--- src/rtl/bp_vc_ctrl.sv ---
// bp_vc_ctrl: tag/valid/dirty bookkeeping, slot allocation and dirty-victim
// writeback sequencing for the victim cache. Data array lives in the datapath.
module bp_vc_ctrl #(
    parameter int unsigned tag_width      = 28,
    parameter int unsigned num_entries    = 4,
    parameter int unsigned lg_num_entries = $clog2(num_entries)
) (
    input  logic                      clk_i,
    input  logic                      reset,

    input  logic                      evict_v_i,
    input  logic [tag_width-1:0]      evict_tag_i,
    input  logic                      evict_dirty_i,
    output logic                      evict_ready_o,
    output logic                      wr_en_o,
    output logic [lg_num_entries-1:0] wr_idx_o,

    input  logic                      lookup_v_i,
    input  logic [tag_width-1:0]      lookup_tag_i,
    output logic                      hit_o,
    output logic [lg_num_entries-1:0] hit_idx_o,

    output logic                      wb_v_o,
    output logic [lg_num_entries-1:0] wb_idx_o,
    output logic [tag_width-1:0]      wb_tag_o,
    input  logic                      wb_ready_i
);

    typedef enum logic {
        IDLE,
        WB
    } state_e;

    state_e                      state_r;
    logic [tag_width-1:0]        tag_r [num_entries];
    logic [num_entries-1:0]      valid_r;
    logic [num_entries-1:0]      dirty_r;
    logic [lg_num_entries-1:0]   rr_ptr;
    logic [lg_num_entries-1:0]   wb_idx_r;

    logic                        hit_found;
    logic [lg_num_entries-1:0]   hit_idx;
    logic                        dup_found;
    logic [lg_num_entries-1:0]   dup_idx;
    logic                        inv_found;
    logic [lg_num_entries-1:0]   inv_idx;
    logic [lg_num_entries-1:0]   alloc_idx;

    // Lookup match, duplicate-tag match and lowest free slot, all from pre-edge state
    always_comb begin
        hit_found = 1'b0;
        hit_idx   = '0;
        dup_found = 1'b0;
        dup_idx   = '0;
        inv_found = 1'b0;
        inv_idx   = '0;
        for (int unsigned i = 0; i < num_entries; i++) begin
            if (!hit_found && valid_r[i] && (tag_r[i] == lookup_tag_i) &&
                !((state_r == WB) && (wb_idx_r == lg_num_entries'(i)))) begin
                hit_found = 1'b1;
                hit_idx   = lg_num_entries'(i);
            end
            if (!dup_found && valid_r[i] && (tag_r[i] == evict_tag_i)) begin
                dup_found = 1'b1;
                dup_idx   = lg_num_entries'(i);
            end
            if (!inv_found && !valid_r[i]) begin
                inv_found = 1'b1;
                inv_idx   = lg_num_entries'(i);
            end
        end
    end

    assign alloc_idx     = dup_found ? dup_idx : (inv_found ? inv_idx : rr_ptr);
    assign hit_o         = lookup_v_i & hit_found;
    assign hit_idx_o     = hit_o ? hit_idx : '0;
    assign evict_ready_o = (state_r == IDLE) & (dup_found | inv_found | ~dirty_r[rr_ptr]);
    assign wr_en_o       = evict_v_i & evict_ready_o & ~reset;
    assign wr_idx_o      = alloc_idx;
    assign wb_v_o        = (state_r == WB);
    assign wb_idx_o      = wb_v_o ? wb_idx_r : '0;
    assign wb_tag_o      = wb_v_o ? tag_r[wb_idx_r] : '0;

    // Entry state, replacement pointer and writeback FSM
    always_ff @(posedge clk_i or posedge reset) begin
        if (reset) begin
            for (int unsigned i = 0; i < num_entries; i++) begin
                tag_r[i] <= '0;
            end
            valid_r  <= '0;
            dirty_r  <= '0;
            rr_ptr   <= '0;
            wb_idx_r <= '0;
            state_r  <= IDLE;
        end else begin
            if (hit_o) begin
                valid_r[hit_idx] <= 1'b0;
                dirty_r[hit_idx] <= 1'b0;
            end
            // Insert is ordered after the hit so it wins on a shared index; a
            // duplicate being promoted at the same time loses its old dirty bit.
            if (wr_en_o) begin
                tag_r[alloc_idx]   <= evict_tag_i;
                valid_r[alloc_idx] <= 1'b1;
                if (dup_found && !(hit_o && (hit_idx == alloc_idx)))
                    dirty_r[alloc_idx] <= dirty_r[alloc_idx] | evict_dirty_i;
                else
                    dirty_r[alloc_idx] <= evict_dirty_i;
                if (!dup_found && !inv_found)
                    rr_ptr <= rr_ptr + lg_num_entries'(1);
            end
            case (state_r)
                IDLE: begin
                    // A line promoted out by a hit this cycle needs no writeback.
                    if ((&valid_r) && dirty_r[rr_ptr] && !wr_en_o &&
                        !(hit_o && (hit_idx == rr_ptr))) begin
                        state_r  <= WB;
                        wb_idx_r <= rr_ptr;
                    end
                end
                WB: begin
                    if (wb_ready_i) begin
                        dirty_r[wb_idx_r] <= 1'b0;
                        state_r           <= IDLE;
                    end
                end
                default: state_r <= IDLE;
            endcase
        end
    end

endmodule

--- config.mk ---
export PLATFORM = sky130hd
export DESIGN_NAME = bp_vc_ctrl
export DESIGN_NICKNAME = d
export VERILOG_FILES = /design/src/rtl/bp_vc_ctrl.sv
export SDC_FILE = /design/constraint.sdc
export NUM_CORES = 1
export LEC_CHECK = 0
export BUFFER_PORTS_ARGS = -buffer_cell sky130_fd_sc_hd__buf_4
export CAP_MARGIN = 40
export CORE_MARGIN = 1.5
export CORE_UTILIZATION = 35
export DETAILED_ROUTE_END_ITERATION = 8
export GPL_TIMING_DRIVEN = 0
export HOLD_SLACK_MARGIN = 0.15
export MAX_ROUTING_LAYER = met4
export PLACE_DENSITY_LB_ADDON = 0.3
export SYNTH_ARGS = -nofsm -noshare
export SYNTH_HDL_FRONTEND = slang
export SYNTH_SLANG_ARGS = --single-unit
--- constraint.sdc ---
create_clock -name clk_i -period 3.9 [get_ports clk_i]
set_input_delay 0.78 -clock clk_i [delete_from_list [all_inputs] [get_ports clk_i]]
set_output_delay 0.78 -clock clk_i [all_outputs]
set_load 0.1 [all_outputs]
==> results of run 1 <==
[cell families after synthesis]
group	share of synthesized area [%]
and+or+nand+nor	21.5
xor gates and xnor gates	21.5
AOI/OAI and AO/OA	2.54
muxes	14.7
DFF	34.2
buffers and inverters	5.51
[power breakdown]
group / leakage (uW) / internal, uW / switching, uW
logic: 0.00266 / 2200 / 3540
registers: 0.00153 / 1920 / 1040
clock network: 0.000278 / 1000 / 647
total: 0.00447 / 5130 / 5230
[cells in the mapped netlist, types with 12 or more instances]
| cell type | count | area share (%) |
|---|---|---|
| buf_2 | 28 | 1.5 |
| nor4_1 | 29 | 2.0 |
| nor2_1 | 12 | 0.49 |
| nand4_1 | 66 | 4.5 |
| xor2_1 | 53 | 5.1 |
| inv_1 | 12 | 0.49 |
| nand2_1 | 201 | 8.3 |
| mux2_1 | 26 | 3.2 |
| nand3_1 | 12 | 0.66 |
| mux2_2 | 34 | 4.2 |
| dfrtp_1 | 125 | 34 |
| mux4_2 | 29 | 7.1 |
| and2_1 | 32 | 2.2 |
| xnor2_1 | 171 | 16 |
| clkbuf_1 | 38 | 1.6 |
[worst max-delay path by stage]
stage | to | cells past startpoint | start | slack (ps)
after floorplan | hit_idx_o[0] | 9 | lookup_tag_i[24] | -310
after global placement | wr_en_o | 9 | evict_tag_i[0] | -470
after detailed placement | wr_en_o | 9 | evict_tag_i[0] | -500
after CTS | hit_idx_o[0] | 10 | lookup_tag_i[11] | 3
after global routing | wr_en_o | 9 | evict_tag_i[10] | 8
final | wr_idx_o[0] | 9 | evict_tag_i[16] | -10
[area by class of cell]
class / instances / area, um2
Tap cell: 330 / 413
Inverter: 13 / 52.6
Clock buffer: 18 / 429
Timing Repair Buffer: 57 / 495
Multi-Input combinational cell: 740 / 5710
Clock inverter: 14 / 169
Buffer: 85 / 463
Fill cell: 2518 / 14500
Sequential cell: 125 / 3130
[flip-flops by register name, indices dropped and copies added, names as in the netlist]
register	flops
wb_idx_r	2
wb_v_o	1
dirty_r	4
rr_ptr	2
valid_r	4
tag_r	112
[per-stage QoR]
| stage | hold slack (ps) | setup TNS, ps | util [%] | cells | setup WS, ps |
|---|---|---|---|---|---|
| 2_1_floorplan | 499 | -311 | - | 963 | -311 |
| 3_3_place_gp | 538 | -29200 | 39.2 | 1341 | -468 |
| 3_5_place_dp | 547 | -32010 | 39.6 | 1347 | -495 |
| 4_1_cts | 486 | 0 | 42.4 | 1381 | 2.68 |
| 5_1_grt | 522 | 0 | 42.8 | 1382 | 7.93 |
| 6_report | 477 | -18.9 | 42.8 | 1382 | -12.3 |
[what timing repair did]
| action | in CTS | in global routing |
|---|---|---|
| pin swaps | 4 | 3 |
| resized for setup | 14 | 23 |
| buffers inserted | 2 | 1 |
| hold endpoints to repair | 0 | 0 |
| setup endpoints to repair | 5 | 5 |
[layer usage]
layer,global-route usage [%],up-vias,share of wire [%]
met5,-,-,0
met4,9.30,0,3.2
met3,4.65,54,7.0
met2,42.8,355,46
met1,37.4,3860,44
li1,-,3435,-
==> impl_results.md, run 1 <==
- Synthesized area per cell: between 9 and 10 um2
- FF-to-FF Start: tag_r[4]
- Initial DRT Pass Iterations: 7
- Most used DFF post-synth: dfrtp_1
- Clock Tree Buf Depth: 2
- Most frequent cells in the layout: nand2_1 (201), xnor2_1 (160), dfrtp_1 (125), nand4_1 (66), buf_4 (56)
- CP Capture Type: output pin
- DRT Wirelength: 35,500 um
- Std-Cell Rows: 58
- Die area: approximately 0.027 mm2
- Post-Syn Instances: 963
- Ant. Diodes: 0
- Total power: 10,400 uW
- GRT Util Overall: 27.9%
- Power per cell area: 953 mW/mm2
- Leakage: about 0.0045 uW
- CTS tree: done
- Final HPWL DP: 28,400 um
- Post-Syn Nets: 1,025
- Routability cong.: slightly above 1
- Final setup viols: 2
- Share of cells above drive strength 1: 22.4%
- Failing checks: setup timing
- Status: finished with violations
- Final instance area: roughly 0.011 mm2
- Unrepaired setup endpoints after global routing: false
- Post-synth EDFFs: 0
- Crit-path slowest cell: nand4_1
- #FFs+latches synth: 125
- Initial antenna violation count: 0
- Fin. Hold Viols: 0
- Clock root buffer: clkbuf_16
- CTS sink count: roughly 130
- CP top delay family: simple AND/OR/NAND/NOR gates
- IO buf count: 48
- Synth-to-layout area growth: 18.8%
- Commonest non-fill, non-tap cell in the layout: nand2_1
- Worst reg2reg setup slack: approximately 380 ps
- Latest clock arrival within the worst-skew pair: approximately 430 ps
- CP peak stage delay: 390 ps
- Hold Path Class: input pin to asynchronous set/reset pin
- Crit path kind: input pin to output pin
- Critical Path, Cell by Cell: buf_2, xor2_1, nor4_1, nand4_1, nor4_4, buf_4, o311a_1, buf_2, buf_4
- Die H: between 150 and 200 um
- Vias/cell: between 5 and 6
- Chip Width: between 150 and 200 um
- Fraction of registers with async set/reset: 100%
- First-pass GRT wire length: 51,400 um
- Setup Skew: about 8.4 ps
- CTS Hold Buffers Added: 0
- Max IR drop VDD: a little over 700 uV
- Largest net degree at the start of global routing: 35
- DP Area: between 0.01 and 0.015 mm2
- Sequential share of the synthesized area: 34.2%
- Worst flop-to-flop path endpoint: tag_r[43]
- Yosys Warn Count: 0
- Wirelength per Cell: approximately 26 um
- Critical-path maximum fanout: 10
- Tmin final: 3910 ps
- Netlist cell types: 52
- Maxcap violations: 0
- Number of global-route vias before repair: ~7,400
- Cell area after synthesis: 0.00915 mm2
- Arr. time, crit path: between 3000 and 4000 ps
- Global route total overflow: 0
- Fin nets: between 1,000 and 1,500
- Final Max Slew Viols: 0
- Worst-case reg-to-reg path depth: 12
- H-tree depth: 4
- Fmax: 256 MHz
- Num CTS Buffers: 17
- Core area: 0.0254 mm2
- Residual DRC count: 0
- Setup WS post-layout: -12.3 ps
- Sum of buffers and inverters on the critical path: 4
- Startpoint Class: input pin
- Initial Util: between 30% and 40%
- Period utilization: 100%
- I/O pin count: 100
- Via count: a little under 8,000
- Slew @ Worst Pin: roughly 950 ps
- Initial drt markers: roughly 750
- CP required: 3120 ps
- Slew HR: a little under two fifths
- CTS clk-pin slew, worst paths: approximately 60 ps
- Antenna viol nets, final: 0
Power figures use the tool's default switching activity.
==> run 2, diff against run 1 <==
--- a/config.mk
+++ b/config.mk
@@ -14,6 +14,7 @@
 export HOLD_SLACK_MARGIN = 0.15
 export MAX_ROUTING_LAYER = met4
 export PLACE_DENSITY_LB_ADDON = 0.3
+export SETUP_SLACK_MARGIN = 0.3
 export SYNTH_ARGS = -nofsm -noshare
 export SYNTH_HDL_FRONTEND = slang
 export SYNTH_SLANG_ARGS = --single-unit
==> run 2 against run 1 <==
Compared with the run above:
- the run now ends clean
- hold slack lost 5.8 ps
- final area rose by 4.4%
- setup slack improved by 280 ps
- clock skew is 0.69 ps higher
- non-clock buffer count increased by 14
- largest power group unchanged
- critical path type unchanged
- combinational power up 5.9%
- sequential share of layout area decreased by 1.2 points
- sequential power rose by 2%
- first-iteration DRC count down 14%
- final cell count grew 0.72%
- largest cell class unchanged
- global-route usage is 0.87 points higher
==> impl_results.md, run 2 (synthesis gave the netlist of run 1 again) <==
- Multi-input logic area: 0.00602 mm2 (+5.3%)
- CTS sink count: 125 (unchanged)
- Final HPWL DP: 28,900 um (+1.9%)
- Placed cell count: 1,348 (+0.074%)
- Unrepaired setup endpoints after global routing: true
- Power per cell area: 933 mW/mm2 (-2.1%)
- Via count: 7,734 (+0.39%)
- Antenna viol nets, final: 0 (unchanged)
- Routability cong.: 1.02 (-0.42%)
- Most frequent cells in the layout: nand2_1 (201), xnor2_1 (137), dfrtp_1 (119), buf_4 (67), nand4_1 (66)
- Sequential power share: 28.5% (about the same)
- Max IR drop VDD: 662 uV (-8.3%)
- Biggest register: tag_r
- Max reg flops: 112 (unchanged)
- Met2 wire len: 17,200 um (+5.9%)
- Worst reg2reg setup slack: 540 ps (+160 ps)
- DR WL met3: 2440 um (-1.8%)
- H-tree depth: 4 (unchanged)
- Cell internal pwr: 5240 uW (+2.3%)
- Commonest non-fill, non-tap cell in the layout: nand2_1
- CTS tree: done
- Global route total overflow: 0 (unchanged)
- First-pass GRT wire length: 52,700 um (+2.5%)
- Die area: 0.0271 mm2 (unchanged)
- Die H: 165 um (unchanged)
- Worst flop-to-flop path endpoint: tag_r[56]
- Final setup viols: 0 (-2)
- Std-Cell Rows: 58 (unchanged)
- Synth-to-layout area growth: 24.1%
- Initial DRT Pass Iterations: 5 (-2)
- Num CTS Buffers: 17 (unchanged)
- Initial drt markers: 647 (-14%)
- Final Max Slew Viols: 0 (unchanged)
- Fillers: 2,492 (-1.0%)
- Period utilization: 93.2% (-7.1 points)
- CTS Hold Buffers Added: 0 (unchanged)
- Fin nets: 1,115 (+1.3%)
- Chip Width: 165 um (unchanged)
- CP required: 3120 ps (about the same)
- Number of global-route vias before repair: 7,605 (+2.7%)
- Setup WS post-layout: 266 ps (+278 ps)
- FF+latch area: 0.00314 mm2 (+0.24%)
- Core area: 0.0254 mm2 (unchanged)
- Fmax: 275 MHz (+7.7%)
- Worst Setup Slack post-DPL: -223 ps (+272 ps)
- CP Capture Type: output pin
- Vias/cell: 5.56 (-0.33%)
- CTS clk-pin slew, worst paths: 60 ps (about the same)
- Maxcap violations: 0 (unchanged)
- Latest clock arrival within the worst-skew pair: 430 ps (about the same)
- FF-to-FF Start: tag_r[16]
- I/O pin count: 100 (unchanged)
- Top flop regs: tag_r x112, dirty_r x4, valid_r x4
- Largest net degree at the start of global routing: 37 (+5.7%)
- Critical-path maximum fanout: 8 (-2)
- Met1 Routed Length: 15,700 um (+0.89%)
- Ant. Diodes: 0 (unchanged)
- Status: finished clean
- DRT Wirelength: 36,300 um (+2.3%)
- Tmin final: 3630 ps (-278 ps)
- Startpoint Class: input pin
- Leakage: 0.00473 uW (+5.8%)
- Arr. time, crit path: 2850 ps (-280 ps)
- Wirelength per Cell: 26.1 um (+1.5%)
- Initial Util: 36.0% (unchanged)
- Switching share of power: 50.4% (about the same)
- Residual DRC count: 0 (unchanged)
- Clock Tree Buf Depth: 2 (unchanged)
- GRT Util Overall: 28.7% (+0.87 points)
- Comb power frac: 57.5% (+2.0 points)
- Fin. Hold Viols: 0 (unchanged)
- Non-Filler Instances: 1,392 (+0.72%)
- Highest Signal Layer: met4
- Crit path kind: input pin to output pin
- Setup Skew: 9.05 ps (+0.693 ps)
- Psw: 5340 uW (+2.1%)
- Share of total power in the clock network: 14.0% (-1.9 points)
- Worst-case reg-to-reg path depth: 13 (+1)
- Hold Path Class: input pin to asynchronous set/reset pin
- IO buf count: 48 (unchanged)
- Initial antenna violation count: 0 (unchanged)
- Share of cells above drive strength 1: 28.1% (+5.6 points)
- Slew @ Worst Pin: 881 ps (-66.1 ps)
- Slew HR: 40.7% (+3.9 points)
- Clock root buffer: clkbuf_16
## run 2: cell types whose count changed in the layout (fill, tap and decap cells not counted), moves of 7 or more
cell	change
buf_6	+8
xor2_1	-7
xnor2_2	+22
buf_4	+11
clkbuf_2	+11
clkbuf_1	-12
xnor2_1	-23
buf_2	-11
## run 2: repair_timing
action	in CTS	in global routing
buffers inserted	12	4
endpoints found under the hold margin	0	0
resized for setup	85	53
pin swaps	11	5
setup endpoints to repair	18	29
## run 2: layout make-up
class                      instances  share of cell area, %
timing repair buffer              71                   5.71
clock buffer                      20                   3.94
buffer                            85                   4.92
inverter                          13                  0.463
clock inverter                     8                  0.640
sequential                       125                   27.6
multi-input combinational        740                   53.1
tap                              330                   3.64
## run 2: critical path, cell delays in order
cell and delay (ps):
buf_4 150, xor2_2 190, nor4_2 240, nand4_1 360, nor4_4 350, nor4_4 110
a2111oi_4 350, buf_6 160, buf_12 160
## run 2: worst max path at each step
| stage | from | to | slack, ps |
|---|---|---|---|
| after floorplan | lookup_tag_i[24] | hit_idx_o[0] | -170 |
| after global placement | evict_tag_i[21] | wr_en_o | -450 |
| after detailed placement | evict_tag_i[17] | wr_en_o | -220 |
| after CTS | evict_tag_i[5] | wr_en_o | 210 |
| after global routing | lookup_tag_i[24] | hit_idx_o[0] | 210 |
| final | evict_tag_i[11] | wr_en_o | 270 |
## run 2: layer usage
metal | vias up | track usage, %
met4 | 0 | 8.31
met1 | 3919 | 38.2
met2 | 315 | 45.0
met3 | 45 | 5.12
li1 | 3455 | -
met5 | - | -
## run 2: per-stage QoR
step	setup TNS [ps]	power [uW]	hold WS [ps]	util, %	cell area (um2)
after floorplan	-172	6680	499	-	9200
after global placement	-27390	8450	541	39.3	9970
after detailed placement	-6370	8530	554	39.7	10100
after CTS	0	10400	493	43.8	11100
after global routing	0	11000	513	44.7	11300
final	0	10600	471	44.7	11300
## run 2: power by group through the flow
stage	sequential, uW	clock [uW]	combinational, uW
after global placement	2900	0	5550
after CTS	2960	1480	5930
after floorplan	2600	0	4080
after detailed placement	2930	0	5600
after global routing	3090	1550	6380
final	3010	1480	6080
==> run 3, diff against run 2 <==
--- a/config.mk
+++ b/config.mk
@@ -14,7 +14,7 @@
 export HOLD_SLACK_MARGIN = 0.15
 export MAX_ROUTING_LAYER = met4
 export PLACE_DENSITY_LB_ADDON = 0.3
-export SETUP_SLACK_MARGIN = 0.3
+export SETUP_SLACK_MARGIN = 0.05
 export SYNTH_ARGS = -nofsm -noshare
 export SYNTH_HDL_FRONTEND = slang
 export SYNTH_SLANG_ARGS = --single-unit
==> run 3 against run 2 <==
Compared with the run above:
- utilization shrank 1.8 points
- register-to-register slack got worse by 100 ps
- critical path depth unchanged
- non-clock buffer count shrank 12
- power fell by 2.1%
- hold slack improved by 6.0 ps
- via count fell by 1.3%
- flip-flop and latch count is the same
- maximum frequency decreased by 5.9%
- wire length decreased by 2.5%
- first-iteration DRC count grew 19%
- global-route usage decreased by 0.87 points
- largest cell class unchanged
- highest routed layer unchanged
==> impl_results.md, run 3 (synthesis gave the netlist of run 1 again) <==
- FF+latch area: 0.00313 mm2 (-0.24%)
- Routability cong.: 1.03 (+0.42%)
- H-tree depth: 4 (unchanged)
- Status: finished clean
- Clock root buffer: clkbuf_16
- Final instance area: 0.0109 mm2 (-4.0%)
- DP Area: 0.0101 mm2 (-0.30%)
- Chip Width: 165 um (unchanged)
- Share of cells above drive strength 1: 22.6% (-5.5 points)
- Largest net degree at the start of global routing: 35 (-5.4%)
- Critical Path, Cell by Cell: buf_2, xor2_1, nor4_1, nand4_1, nor4_4, nor4_2, a2111oi_4, buf_6, buf_8
- Max reg flops: 112 (unchanged)
- Crit path kind: input pin to output pin
- Period utilization: 99.0% (+5.8 points)
- Fmax: 259 MHz (-5.9%)
- Sum of buffers and inverters on the critical path: 3 (unchanged)
- Maxcap violations: 0 (unchanged)
- Slew @ Worst Pin: 911 ps (+29.4 ps)
- Core area: 0.0254 mm2 (unchanged)
- Top flop regs: tag_r x112, dirty_r x4, valid_r x4
- Die H: 165 um (unchanged)
- Fillers: 2,515 (+0.92%)
- Num CTS Buffers: 17 (unchanged)
- Final Max Slew Viols: 0 (unchanged)
- CTS clk-pin slew, worst paths: 60 ps (about the same)
- Via count: 7,633 (-1.3%)
- CP top delay family: simple AND/OR/NAND/NOR gates
- Most frequent cells in the layout: nand2_1 (201), xnor2_1 (160), dfrtp_1 (125), nand4_1 (66), buf_4 (57)
- Std-Cell Rows: 58 (unchanged)
- Final setup viols: 0 (unchanged)
- IO buf count: 48 (unchanged)
- Biggest register: tag_r
- Latest clock arrival within the worst-skew pair: 430 ps (about the same)
- Leakage: 0.00449 uW (-5.2%)
- Initial Util: 36.0% (unchanged)
- Setup Skew: 8.02 ps (-1.03 ps)
- First-pass GRT wire length: 51,400 um (-2.5%)
- Crit-path slowest cell: nand4_1
- CTS tree: done
- CTS sink count: 125 (unchanged)
- Die area: 0.0271 mm2 (unchanged)
- Vias/cell: 5.52 (-0.74%)
- Residual DRC count: 0 (unchanged)
- Setup TNS: 0 ps (unchanged)
- Levels on crit path: 9 (unchanged)
- Power per cell area: 952 mW/mm2 (+2.1%)
- GRT Util Overall: 27.9% (-0.87 points)
- Startpoint Class: input pin
- Fin. Hold Viols: 0 (unchanged)
- Multi-input logic area: 0.00571 mm2 (-5.1%)
- CP peak stage delay: 380 ps (+20 ps)
- Slew HR: 39.3% (-1.4 points)
- Antenna viol nets, final: 0 (unchanged)
- Ant. Diodes: 0 (unchanged)
- Initial antenna violation count: 0 (unchanged)
- Commonest non-fill, non-tap cell in the layout: nand2_1
- Wirelength per Cell: 25.6 um (-1.9%)
- Final HPWL DP: 28,400 um (-1.8%)
- DRT Wirelength: 35,400 um (-2.5%)
- I/O pin count: 100 (unchanged)
- Max IR drop VDD: 743 uV (+12%)
- Arr. time, crit path: 3080 ps (+230 ps)
- Initial DRT Pass Iterations: 5 (unchanged)
- Worst-case reg-to-reg path depth: 11 (-2)
- Unrepaired setup endpoints after global routing: true
- Synth-to-layout area growth: 19.1%
- Hold Path Class: input pin to asynchronous set/reset pin
- CP Capture Type: output pin
- Number of global-route vias before repair: 7,403 (-2.7%)
- Tmin final: 3860 ps (+227 ps)
- Global route total overflow: 0 (unchanged)
- Fin nets: 1,103 (-1.1%)
- Clock Tree Buf Depth: 2 (unchanged)
- Critical-path maximum fanout: 8 (unchanged)
- CP required: 3120 ps (about the same)
- Initial drt markers: 770 (+19%)
==> run 3: cell count changes in the layout (fill, tap and decap cells not counted), moves of 6 or more <==
cell / previous run / this run
dfrtp_2: 6 / 0
clkbuf_2: 17 / 6
xor2_1: 46 / 53
buf_4: 67 / 57
xnor2_1: 137 / 160
dfrtp_1: 119 / 125
buf_2: 17 / 28
xnor2_2: 33 / 11
buf_6: 20 / 13
clkbuf_1: 21 / 33
==> run 3: repair_timing <==
action / CTS / global route
setup buffers: 2 / 3
hold buffers: 0 / 0
hold endpoints to repair: 0 / 0
pin swaps: 4 / 3
gates resized for setup: 16 / 23
setup endpoints to repair: 6 / 6
==> run 3: cell type report <==
| cell class | count | share of cell area, % |
|---|---|---|
| Timing Repair Buffer | 59 | 4.77 |
| Tap cell | 330 | 3.79 |
| Buffer | 85 | 4.25 |
| Inverter | 13 | 0.483 |
| Clock inverter | 14 | 1.55 |
| Multi-Input combinational cell | 740 | 52.5 |
| Sequential cell | 125 | 28.7 |
| Clock buffer | 18 | 3.94 |
==> run 3: power by group <==
group	total (uW)	internal, uW	switching [uW]
combinational	5750	2210	3540
clock	1650	1000	646
sequential	2960	1920	1040
total	10400	5140	5220
==> run 3: per-stage QoR <==
stage               power (uW)  setup slack, ps  hold WS (ps)  instances  util [%]
floorplan                 6670             -311           499        963         -
global placement          8420             -468           538       1341      39.2
detailed placement        8490             -495           547       1347      39.6
CTS                      10200             7.23           486       1381      42.4
global route             10800             29.9           522       1384      42.9
finish                   10400             38.5           477       1384      42.9
==> run 3: final timing paths <==
path,from,end,slack (ps)
min in group clk_i,dirty_r[2],dirty_r[2],550
max reg2reg,tag_r[30],tag_r[56],440
min,reset,tag_r[108],480
max,evict_tag_i[16],wr_en_o,40
max in group asynchronous,reset,tag_r[64],2570
min reg2reg,dirty_r[2],dirty_r[2],550
==> run 3: per-layer routing <==
layer / GRT usage, % / part of all wire, %
met3: 4.65 / 6.8
met4: 9.30 / 3.0
met1: 37.4 / 44
met2: 42.8 / 46
met5: - / 0
